File: config.mk
export PLATFORM = sky130hd
export DESIGN_NAME = fetch_unit
export DESIGN_NICKNAME = d
export VERILOG_FILES = /design/src/rtl/cpu_pkg.sv /design/src/rtl/fetch_skid.sv /design/src/rtl/fetch_unit.sv
export SDC_FILE = /design/constraint.sdc
export NUM_CORES = 1
export LEC_CHECK = 0
export BUFFER_PORTS_ARGS = -buffer_cell sky130_fd_sc_hd__buf_2
export CAP_MARGIN = 20
export CORE_MARGIN = 3
export CORE_UTILIZATION = 45
export CTS_BUF_LIST = sky130_fd_sc_hd__clkbuf_2 sky130_fd_sc_hd__clkbuf_4 sky130_fd_sc_hd__clkbuf_8
export DETAILED_ROUTE_END_ITERATION = 12
export GPL_ROUTABILITY_DRIVEN = 1
export PLACE_DENSITY = 0.79
export REMOVE_ABC_BUFFERS = 1
export SLEW_MARGIN = 20
export SYNTH_ARGS = -nofsm -noshare
export SYNTH_HDL_FRONTEND = slang
export SYNTH_SLANG_ARGS = --single-unit
File: constraint.sdc
create_clock -name clk -period 3.8 [get_ports clk]
set_clock_uncertainty 0.15 [all_clocks]
set_input_delay 0.57 -clock clk [delete_from_list [all_inputs] [get_ports clk]]
set_output_delay 0.57 -clock clk [all_outputs]
set_load 0.1 [all_outputs]
File: src/rtl/cpu_pkg.sv
// cpu_pkg: shared fetch-stage types and constants
package cpu_pkg;
  typedef enum logic [1:0] {BOOT, RUN, HOLD} fetch_state_t;
  localparam logic [31:0] NOP_INST = 32'h0000_0013;
  localparam logic [31:0] DEFAULT_RESET_PC = 32'h0000_0000;
endpackage

File: src/rtl/fetch_skid.sv
// fetch_skid: one-word skid buffer plus instruction output mux
// Ports: clk/rst (falling edge, sync active-low), capture (load rdata),
// flush (empty the skid), boot (force NOP), rdata (memory word),
// inst (word toward IF/ID), full (skid holds a word).
module fetch_skid
  import cpu_pkg::*;
(
  input  logic        clk,
  input  logic        rst,
  input  logic        capture,
  input  logic        flush,
  input  logic        boot,
  input  logic [31:0] rdata,
  output logic [31:0] inst,
  output logic        full
);
  logic [31:0] skid_inst;
  always_ff @(negedge clk) begin
    full <= rst && !flush && (capture || full);
    if (capture) skid_inst <= rdata;
  end
  assign inst = boot ? NOP_INST : full ? skid_inst : rdata;
endmodule

File: src/rtl/fetch_unit.sv
// fetch_unit: RV32 instruction-fetch stage feeding the IF/ID buffer
// Ports: clk (state on falling edge), rst (sync active-low), stall,
// redirect_valid/redirect_pc (EX redirect), imem_addr/imem_rdata
// (synchronous word memory), inst_o/pc_o/valid_o (toward IF/ID),
// clear_o (IF/ID flush), fetch_cnt/stall_cnt (perf counters).
// Optional counters enabled by defining FETCH_PERF_EN; otherwise tied to 0.
module fetch_unit
  import cpu_pkg::*;
#(
  parameter logic [31:0] RESET_PC    = DEFAULT_RESET_PC,
  parameter int          IMEM_ADDR_W = 14
) (
  input  logic                   clk,
  input  logic                   rst,
  input  logic                   stall,
  input  logic                   redirect_valid,
  input  logic [31:0]            redirect_pc,
  output logic [IMEM_ADDR_W-1:0] imem_addr,
  input  logic [31:0]            imem_rdata,
  output logic [31:0]            inst_o,
  output logic [31:0]            pc_o,
  output logic                   valid_o,
  output logic                   clear_o,
  output logic [31:0]            fetch_cnt,
  output logic [31:0]            stall_cnt
);
  fetch_state_t state, state_nx;
  logic [31:0] fetch_pc, resp_pc, fetch_pc_nx, resp_pc_nx;
  logic advance, capture, flush, skid_full;
  // BOOT leaves unconditionally; otherwise a stall freezes the PCs
  assign advance = !redirect_valid && (state == BOOT || !stall);
  assign capture = !redirect_valid && state == RUN && stall;
  assign flush   = redirect_valid || (state == HOLD && !stall);
  always_comb begin
    state_nx    = state;
    fetch_pc_nx = fetch_pc;
    resp_pc_nx  = resp_pc;
    if (redirect_valid) begin
      state_nx    = BOOT;
      fetch_pc_nx = {redirect_pc[31:2], 2'b00};
    end else if (advance) begin
      state_nx    = RUN;
      fetch_pc_nx = fetch_pc + 32'd4;
      resp_pc_nx  = fetch_pc;
    end else if (state == RUN) begin
      state_nx = HOLD;
    end
  end
  always_ff @(negedge clk) begin
    if (!rst) begin
      state    <= BOOT;
      fetch_pc <= RESET_PC;
      resp_pc  <= RESET_PC;
    end else begin
      state    <= state_nx;
      fetch_pc <= fetch_pc_nx;
      resp_pc  <= resp_pc_nx;
    end
  end
  fetch_skid u_skid (
    .clk     (clk),
    .rst     (rst),
    .capture (capture),
    .flush   (flush),
    .boot    (state == BOOT),
    .rdata   (imem_rdata),
    .inst    (inst_o),
    .full    (skid_full)
  );
  assign imem_addr = fetch_pc[IMEM_ADDR_W+1:2];
  assign pc_o      = resp_pc;
  assign valid_o   = state != BOOT;
  assign clear_o   = redirect_valid;
`ifdef FETCH_PERF_EN
  logic [31:0] fetch_q, stall_q;
  always_ff @(negedge clk) begin
    if (!rst) begin
      fetch_q <= '0;
      stall_q <= '0;
    end else begin
      fetch_q <= fetch_q + 32'(valid_o && !stall && !redirect_valid);
      stall_q <= stall_q + 32'(stall);
    end
  end
  assign fetch_cnt = fetch_q;
  assign stall_cnt = stall_q;
`else
  assign fetch_cnt = '0;
  assign stall_cnt = '0;
`endif
endmodule
After elaboration in Yosys (flattened, before gate mapping)
Index checks and enable logic that the tools add are counted.
- memories: 0
- latch bits: 0
- ROM bits: 0
- logic and storage cells: 37
- flip-flop bits (word level): 99
- bits in writable memories: 0
- bits of input ports: 68
- reductions and logical operators: 19
- muxes and demuxes: 6
- equal/unequal tests: 2
- $lt $le $gt $ge: 0
- add/sub/neg operators: 1
- shift operators: 0
- bitwise logic cells: 2
- multipliers: 0
- divide/modulo/power cells: 0
- operator list (cell ; number):
    $mux W32 ; 4
    $add A32 B3 Y32 const B ; 1
    $logic_and A1 B1 Y1 ; 6
    $reduce_bool A2 Y1 ; 3
    $logic_not A1 Y1 ; 3
    $logic_or A1 B1 Y1 ; 3
    $reduce_or A3 Y1 ; 1
    $eq A2 B1 Y1 const B ; 1
    $eq A2 B2 Y1 const B ; 1
    $logic_not A2 Y1 ; 1
    $mux W1 ; 2
    $not A1 Y1 ; 2
    $reduce_and A2 Y1 ; 1
    $reduce_or A2 Y1 ; 1

Logic depth before layout (Yosys ltp)
Gate-level depths: netlist of run 1.
- depth in word-level cells: 6
- depth in mapped cells: 6
- gate-level depth less buffers: 4

Hierarchy
From an unflattened synthesis of run 1, not the netlist that was laid out.
- cells, all modules: 539
- area, all modules: 5029.8 um^2
- by module, submodules not included (module ; instances ; area an instance (um^2) ; cells each ; sequential area each (um^2)):
    fetch_unit ; 1 ; 3500.9 ; 432 ; 1241.2
    fetch_skid ; 1 ; 1529.0 ; 107 ; 980.9

==> results.py, run 1 <==
metrics = {
    "run_status": {
        "status": "finished with violations",
        "failed_checks": "negative setup slack",
    },
    "power_and_ir_drop": {
        "p_sw_share_pct": 44.2,
        "clock_power_share_pct": 34.5,
        "totalPowerFinal_mw": 3.33,
        "power.static_leakage_nw": 3.22,
        "power.density_cell_area_nw_per_um2": 452,
        "power.sequential.fraction_pct": 34.6,
        "p_comb_share_pct": 30.8,
        "worst_ir_drop_vdd_mv": 0.304,
        "cellInternalPower_mw": 1.86,
        "switching_power_mw": 1.47,
    },
    "sta": {
        "setup-tns-final_ns": -10.09,
        "max_slew.worst_pin.slew_ns": 0.552,
        "relSlewSlack_pct": 63.1,
        "count_of_final_setup_violators": 33,
        "timing_hold_violations_final": 0,
        "finalHoldWorstSlack_ns": 0.300,
        "setup_repair_after_global_routing_missed_its_margin": "yes",
        "timing.final.max_slew_violations": 0,
        "layout_setup_ws_ns": -0.376,
    },
    "synth": {
        "synth.distinct_cells": 41,
        "synth_seq_cells": 95,
        "yosysSeqAreaShare_pct": 44.8,
        "synthesis.area_um2": 4960,
        "ys.warnings.count": 0,
        "synth_top_area_share_pct": 25.4,
        "netlist.top_cell.by_area": "sky130_fd_sc_hd__dfxtp_1",
        "synth_area_leaders": "sky130_fd_sc_hd__dfxtp_1 25%, sky130_fd_sc_hd__edfxtp_1 19%, sky130_fd_sc_hd__buf_4 12%",
        "syn_inst_count": 552,
        "mean_post_synth_cell_area_um2": 8.98,
    },
    "critical_path": {
        "critical_path_buf_inv_count": 2,
        "worst-endpoint-required_ns": 3.08,
        "cp_top_family": "buffers and inverters",
        "setup.worst_path.start": "u_skid.full",
        "critical-path-max-stage-delay_ns": 0.41,
        "path_class": "register to output port",
        "worstPathCellList": "buf_12 -> mux2i_1 -> nor2_1 -> buf_12",
        "worstSetupEndpointType": "output port",
        "worstPathArrival_ns": 3.46,
        "worstSetupStartpointType": "register",
        "timing.rr.start": "fetch_pc[13]",
        "timing.critical_path.mode_cell": "sky130_fd_sc_hd__buf_12",
        "cp_slowest_cell": "sky130_fd_sc_hd__dfxtp_4",
        "critical_path.max_fanout": 12,
    },
    "global_routing": {
        "grt_first_pass_wirelength_um": 22600,
        "grt_start_max_net_pins": 52,
        "grt_use_total_pct": 22.4,
        "grt_pass1_vias": 4854,
        "global_route.overflow_total": 0,
        "initial_antenna_violation_count": 0,
    },
    "drt": {
        "wl_met3_um": 1250,
        "via_per_inst": 5.24,
        "drc": 0,
        "met1Wirelength_um": 5700,
        "drt_iter0_markers": 403,
        "top_layer_used": "met4",
        "detailroute.via_count": 4859,
        "detailroute.wirelength.met2_um": 7400,
        "wl_per_cell_um": 15.8,
        "drt_pre_antenna_iters": 5,
        "antenna_left": 0,
        "postRouteWirelength_um": 14600,
    },
    "min_path": {
        "min-delay-path-class": "register to register",
        "holdCritStartpoint": "pc_o[30]",
    },
    "cells_and_area": {
        "post_layout_net_count": 856,
        "num-fill-cells": 799,
        "multi_input_comb_area_um2": 2540,
        "regArea_um2": 2230,
        "finish.instance_area_um2": 7350,
        "n_antenna_cell": 0,
        "final_core_utilization_pct": 70.0,
        "syn2layout_area_growth_pct": 48.4,
        "non_filler_cells_in_the_finished_layout": 928,
        "drive_above_1_share_pct": 30.7,
    },
    "place": {
        "placement.io_buffers": 143,
        "dpl-instance-area_um2": 6290,
        "post-place-cells": 816,
        "routabilityCongestion": 0.822,
        "place_hpwl_um": 9390,
        "detailedPlace.worstSlack_ns": -0.227,
    },
    "clock_tree": {
        "clkTransAtPathRegs_ns": 0.03,
        "cts_max_level": 3,
        "setup_repair_bufs_after_cts": 0,
        "clock-root-buffer": "sky130_fd_sc_hd__clkbuf_8",
        "cts_max_path_buffers": 2,
        "clock-sinks": 95,
        "clk-insertion-delay-late_ns": 0.42,
        "count_of_hold_fix_buffers_inserted_at_cts": 0,
        "tritoncts": "built",
        "tritoncts_buffers": 9,
    },
    "die": {
        "dieWidth_um": 111,
        "top_level_ports": 212,
        "start_util_pct": 47.2,
        "coreArea_um2": 10500,
        "die_h_um": 111,
        "rows": 37,
        "die_area_um2": 12300,
    },
    "flow_run": {
        "maxCapViolCount": 0,
    },
}
metal layers:
layer,vias up,GRT usage (%)
met2,273,37.5
met5,-,0
met3,22,7.48
met4,0,11.5
li1,2275,-
met1,2289,25.5
layout make-up:
class | instances | area share [%]
clock buffer | 9 | 1.68
inverter | 7 | 0.357
tap | 136 | 2.31
clock inverter | 102 | 6.23
timing repair buffer | 176 | 24.6
sequential | 95 | 30.4
multi-input combinational | 403 | 34.5
sequential cells by signal, indices dropped and copies added, names as in the netlist:
signal	count
fetch_pc	30
state	2
pc_o	30
u_skid.skid_inst	32
u_skid.full	1
worst reg2reg max path, cell delays in order, from the launching register on:
cell and delay (ns):
sky130_fd_sc_hd__dfxtp_1 0.40, sky130_fd_sc_hd__buf_4 0.18, sky130_fd_sc_hd__and4_1 0.24, sky130_fd_sc_hd__nand3_1 0.42, sky130_fd_sc_hd__o31a_1 0.44, sky130_fd_sc_hd__o311a_1 0.28
cells in the mapped netlist:
cell type and n:
sky130_fd_sc_hd__o21ai_0 29, sky130_fd_sc_hd__o311a_1 1, sky130_fd_sc_hd__a311oi_1 1, sky130_fd_sc_hd__mux2i_1 32, sky130_fd_sc_hd__a211oi_1 2, sky130_fd_sc_hd__xor2_1 7
sky130_fd_sc_hd__buf_4 81, sky130_fd_sc_hd__a32oi_1 2, sky130_fd_sc_hd__o21a_1 2, sky130_fd_sc_hd__ha_1 1, sky130_fd_sc_hd__o31a_1 1, sky130_fd_sc_hd__conb_1 1
sky130_fd_sc_hd__a31oi_1 16, sky130_fd_sc_hd__o211ai_1 2, sky130_fd_sc_hd__nand2b_1 4, sky130_fd_sc_hd__xnor2_1 2, sky130_fd_sc_hd__o21ai_2 1, sky130_fd_sc_hd__buf_6 1
sky130_fd_sc_hd__inv_1 7, sky130_fd_sc_hd__nand3_1 17, sky130_fd_sc_hd__nor3_1 4, sky130_fd_sc_hd__or3_1 6, sky130_fd_sc_hd__nand3b_1 2, sky130_fd_sc_hd__or4_1 14
sky130_fd_sc_hd__and3_1 7, sky130_fd_sc_hd__inv_2 1, sky130_fd_sc_hd__edfxtp_1 32, sky130_fd_sc_hd__nand4_4 2, sky130_fd_sc_hd__nor4_1 2, sky130_fd_sc_hd__a21oi_1 39
sky130_fd_sc_hd__clkbuf_1 25, sky130_fd_sc_hd__and4_1 7, sky130_fd_sc_hd__nand2_1 78, sky130_fd_sc_hd__o31ai_1 11, sky130_fd_sc_hd__nor2b_1 1, sky130_fd_sc_hd__dfxtp_1 63
sky130_fd_sc_hd__and2_1 1, sky130_fd_sc_hd__nor2_1 35, sky130_fd_sc_hd__nand4_1 7, sky130_fd_sc_hd__and2_0 1, sky130_fd_sc_hd__buf_2 4
power groups by stage:
stage               Sequential, mW  Clock, mW  Combinational, mW
CTS                           1.15       1.19              0.998
global route                  1.16       1.33               1.06
global placement              1.16      0.152              0.948
finish                        1.15       1.15               1.03
floorplan                     1.33      0.152              0.530
detailed placement            1.16      0.152              0.958
final timing paths:
path | endpoint | slack (ns) | cells past startpoint
min reg2reg | pc_o[30] | 0.30 | 2
min | pc_o[30] | 0.30 | 2
max reg2reg | fetch_pc[27] | 1.58 | 5
max | inst_o[5] | -0.38 | 4
cells in the final DEF (no fill, tap or decap), types with 3 or more instances in the layout:
| master | netlist | layout |
|---|---|---|
| sky130_fd_sc_hd__nand2b_1 | 4 | 4 |
| sky130_fd_sc_hd__clkbuf_4 | 0 | 22 |
| sky130_fd_sc_hd__buf_4 | 81 | 34 |
| sky130_fd_sc_hd__and4_1 | 7 | 7 |
| sky130_fd_sc_hd__mux2i_2 | 0 | 4 |
| sky130_fd_sc_hd__buf_6 | 1 | 5 |
| sky130_fd_sc_hd__nand3_1 | 17 | 17 |
| sky130_fd_sc_hd__o21ai_0 | 29 | 29 |
| sky130_fd_sc_hd__xor2_1 | 7 | 7 |
| sky130_fd_sc_hd__a21oi_1 | 39 | 39 |
| sky130_fd_sc_hd__nor2_4 | 0 | 14 |
| sky130_fd_sc_hd__edfxtp_1 | 32 | 32 |
| sky130_fd_sc_hd__mux2i_1 | 32 | 14 |
| sky130_fd_sc_hd__buf_2 | 4 | 66 |
| sky130_fd_sc_hd__a31oi_1 | 16 | 16 |
| sky130_fd_sc_hd__clkbuf_8 | 0 | 9 |
| sky130_fd_sc_hd__dfxtp_1 | 63 | 57 |
| sky130_fd_sc_hd__nor2_1 | 35 | 14 |
| sky130_fd_sc_hd__or3_1 | 6 | 6 |
| sky130_fd_sc_hd__mux2i_4 | 0 | 14 |
| sky130_fd_sc_hd__nor3_1 | 4 | 3 |
| sky130_fd_sc_hd__nand4_1 | 7 | 7 |
| sky130_fd_sc_hd__nand2_1 | 78 | 77 |
| sky130_fd_sc_hd__nor2_2 | 0 | 7 |
| sky130_fd_sc_hd__dfxtp_2 | 0 | 5 |
| sky130_fd_sc_hd__inv_6 | 0 | 3 |
| sky130_fd_sc_hd__inv_1 | 7 | 101 |
| sky130_fd_sc_hd__o31ai_1 | 11 | 11 |
| sky130_fd_sc_hd__and3_1 | 7 | 7 |
| sky130_fd_sc_hd__or4_1 | 14 | 14 |
| sky130_fd_sc_hd__conb_1 | 1 | 66 |
| sky130_fd_sc_hd__buf_12 | 0 | 47 |
timing repair:
item / in CTS / in global routing
setup endpoints to repair: 47 / 63
cloned: 2 / 0
pin swaps: 1 / 1
resized for setup: 62 / 52
cell families (layout without fill, tap and decap cells):
group | Yosys count | after routing | synth area share [%]
AOI/OAI and AO/OA | 107 | 107 | 12.5
other | 1 | 66 | 0.0756
muxes | 32 | 32 | 6.46
adders and majority gates | 1 | 1 | 0.252
xor gates and xnor gates | 9 | 9 | 1.59
DFF | 95 | 95 | 44.8
and+or+nand+nor | 188 | 188 | 18.9
buffers and inverters | 119 | 294 | 15.4
Power figures use the tool's default switching activity.
==> inputs of run 2 (changes only) <==
- CORE_ASPECT_RATIO: unset -> 0.75
==> run 2 against run 1 <==
Net effect: the run still ends with negative setup slack left; total power increased by 0.46%; first-iteration DRC count shrank 17%; cell area is 3.8% lower.
==> results.py, run 2 (synthesized netlist as in run 1, its figures left out) <==
metrics = {
    "place": {
        "place_hpwl_um": 10200,
        "detailedPlace.worstSlack_ns": -0.216,
        "post-place-cells": 815,
        "routabilityCongestion": 0.787,
        "placement.io_buffers": 143,
    },
    "critical_path": {
        "worstSetupEndpointType": "output port",
        "worstReg2RegEnd": "fetch_pc[17]",
        "worst-endpoint-required_ns": 3.08,
        "worstPathArrival_ns": 3.42,
        "worstPathCellList": "buf_12 -> mux2i_4 -> nor2_2 -> buf_12",
        "r2r_setup_slack_ns": 1.51,
        "timing.critical_path.mode_cell": "sky130_fd_sc_hd__buf_12",
        "r2r_cells": 4,
        "cp_slowest_cell": "sky130_fd_sc_hd__dfxtp_4",
        "worstSetupStartpointType": "register",
        "path_class": "register to output port",
        "timing.rr.start": "fetch_pc[5]",
        "critical_path_buf_inv_count": 2,
        "critical-path-max-stage-delay_ns": 0.38,
        "setup.worst_path.start": "u_skid.full",
        "cp_top_family": "flip-flops",
        "critical_path.max_fanout": 17,
    },
    "power_and_ir_drop": {
        "power.static_leakage_nw": 3.15,
        "power.density_cell_area_nw_per_um2": 472,
        "totalPowerFinal_mw": 3.34,
        "worst_ir_drop_vdd_mv": 0.321,
    },
    "clock_tree": {
        "tritoncts": "built",
        "clk-insertion-delay-late_ns": 0.42,
        "clkTransAtPathRegs_ns": 0.05,
        "clock-sinks": 95,
        "count_of_hold_fix_buffers_inserted_at_cts": 0,
        "setup_repair_bufs_after_cts": 0,
        "clock-root-buffer": "sky130_fd_sc_hd__clkbuf_8",
        "cts_max_level": 3,
        "tritoncts_buffers": 9,
        "cts_max_path_buffers": 2,
    },
    "run_status": {
        "failed_checks": "negative setup slack",
        "status": "finished with violations",
    },
    "global_routing": {
        "global_route.overflow_total": 0,
        "grt_use_total_pct": 23.1,
        "initial_antenna_violation_count": 0,
        "grt_first_pass_wirelength_um": 23100,
        "grt_start_max_net_pins": 52,
        "grt_pass1_vias": 4886,
    },
    "cells_and_area": {
        "post_layout_net_count": 854,
        "non_filler_cells_in_the_finished_layout": 926,
        "drive_above_1_share_pct": 28.6,
        "layout.cells.most_common": "sky130_fd_sc_hd__inv_1",
        "top_register": "u_skid.skid_inst",
        "final_cell_mix": "100 x sky130_fd_sc_hd__inv_1, 78 x sky130_fd_sc_hd__nand2_1, 67 x sky130_fd_sc_hd__buf_2",
        "syn2layout_area_growth_pct": 42.7,
        "largest_reg_flops": 32,
        "n_antenna_cell": 0,
    },
    "die": {
        "dieWidth_um": 127,
        "die_h_um": 96.9,
        "die_area_um2": 12300,
        "top_level_ports": 212,
        "start_util_pct": 47.3,
        "coreArea_um2": 10500,
        "rows": 32,
    },
    "sta": {
        "setup_repair_after_global_routing_missed_its_margin": "yes",
        "count_of_final_setup_violators": 33,
        "finalHoldWorstSlack_ns": 0.302,
        "timing_hold_violations_final": 0,
        "timing.final.max_slew_violations": 0,
        "max_slew.worst_pin.slew_ns": 0.547,
        "relSlewSlack_pct": 63.4,
        "setup-tns-final_ns": -9.37,
        "layout_setup_ws_ns": -0.340,
    },
    "min_path": {
        "min-delay-path-class": "register to register",
        "hold_path_depth": 2,
        "worst_hold_endpoint": "pc_o[25]",
        "holdCritStartpoint": "pc_o[25]",
    },
    "drt": {
        "top_layer_used": "met4",
        "drt_pre_antenna_iters": 5,
        "met1Wirelength_um": 5610,
        "postRouteWirelength_um": 14400,
        "drc": 0,
        "drt_iter0_markers": 336,
        "detailroute.wirelength.met2_um": 7300,
        "detailroute.via_count": 4790,
        "wl_per_cell_um": 15.6,
        "antenna_left": 0,
        "wl_met3_um": 1120,
        "via_per_inst": 5.17,
    },
    "flow_run": {
        "maxCapViolCount": 0,
    },
}
run 2: worst max path at each step:
stage                               to  slack [ns]  cells after the start
after floorplan              inst_o[0]       -1.86                      3
after detailed placement  fetch_pc[17]       -0.22                      5
after CTS                   inst_o[26]       -0.35                      4
final                       inst_o[26]       -0.34                      4
after global placement    fetch_pc[21]       -0.12                      5
after global routing         inst_o[6]       -0.41                      4
run 2: what timing repair did:
| action | in CTS | in global routing |
|---|---|---|
| setup endpoints to repair | 53 | 52 |
| cloned | 1 | 0 |
| pin swaps | 2 | 1 |
| resized for setup | 36 | 36 |
run 2: cell type report:
| cell class | count | area, µm² |
|---|---|---|
| Sequential cell | 95 | 2230 |
| Timing Repair Buffer | 174 | 1740 |
| Multi-Input combinational cell | 403 | 2300 |
| Tap cell | 136 | 170 |
| Clock inverter | 102 | 475 |
| Inverter | 7 | 31.3 |
| Clock buffer | 9 | 124 |
| Fill cell | 811 | 3410 |
run 2: metrics by stage:
stage	util [%]	instance area, µm²
global route	67.4	7080
detailed placement	59.9	6280
finish	67.4	7080
CTS	66.5	6980
floorplan	-	4470
global placement	59.9	6280
run 2: tightest hold or removal path, cell delays in order, from the launching register on:
cell and delay, ns:
sky130_fd_sc_hd__dfxtp_1 0.30, sky130_fd_sc_hd__nand2_1 0.05, sky130_fd_sc_hd__a21oi_1 0.05
run 2: metal layers:
| layer | global-route usage [%] | vias to the layer above |
|---|---|---|
| met5 | 0 | - |
| met4 | 11.9 | 0 |
| li1 | - | 2274 |
| met1 | 26.7 | 2259 |
| met2 | 38.0 | 222 |
| met3 | 7.51 | 35 |
run 2: power by group:
| group | switching, mW | internal, mW | total, mW | leakage [nW] |
|---|---|---|---|---|
| clock network | 0.632 | 0.569 | 1.20 | 0.626 |
| logic | 0.766 | 0.222 | 0.987 | 1.71 |
| registers | 0.0503 | 1.10 | 1.15 | 0.811 |
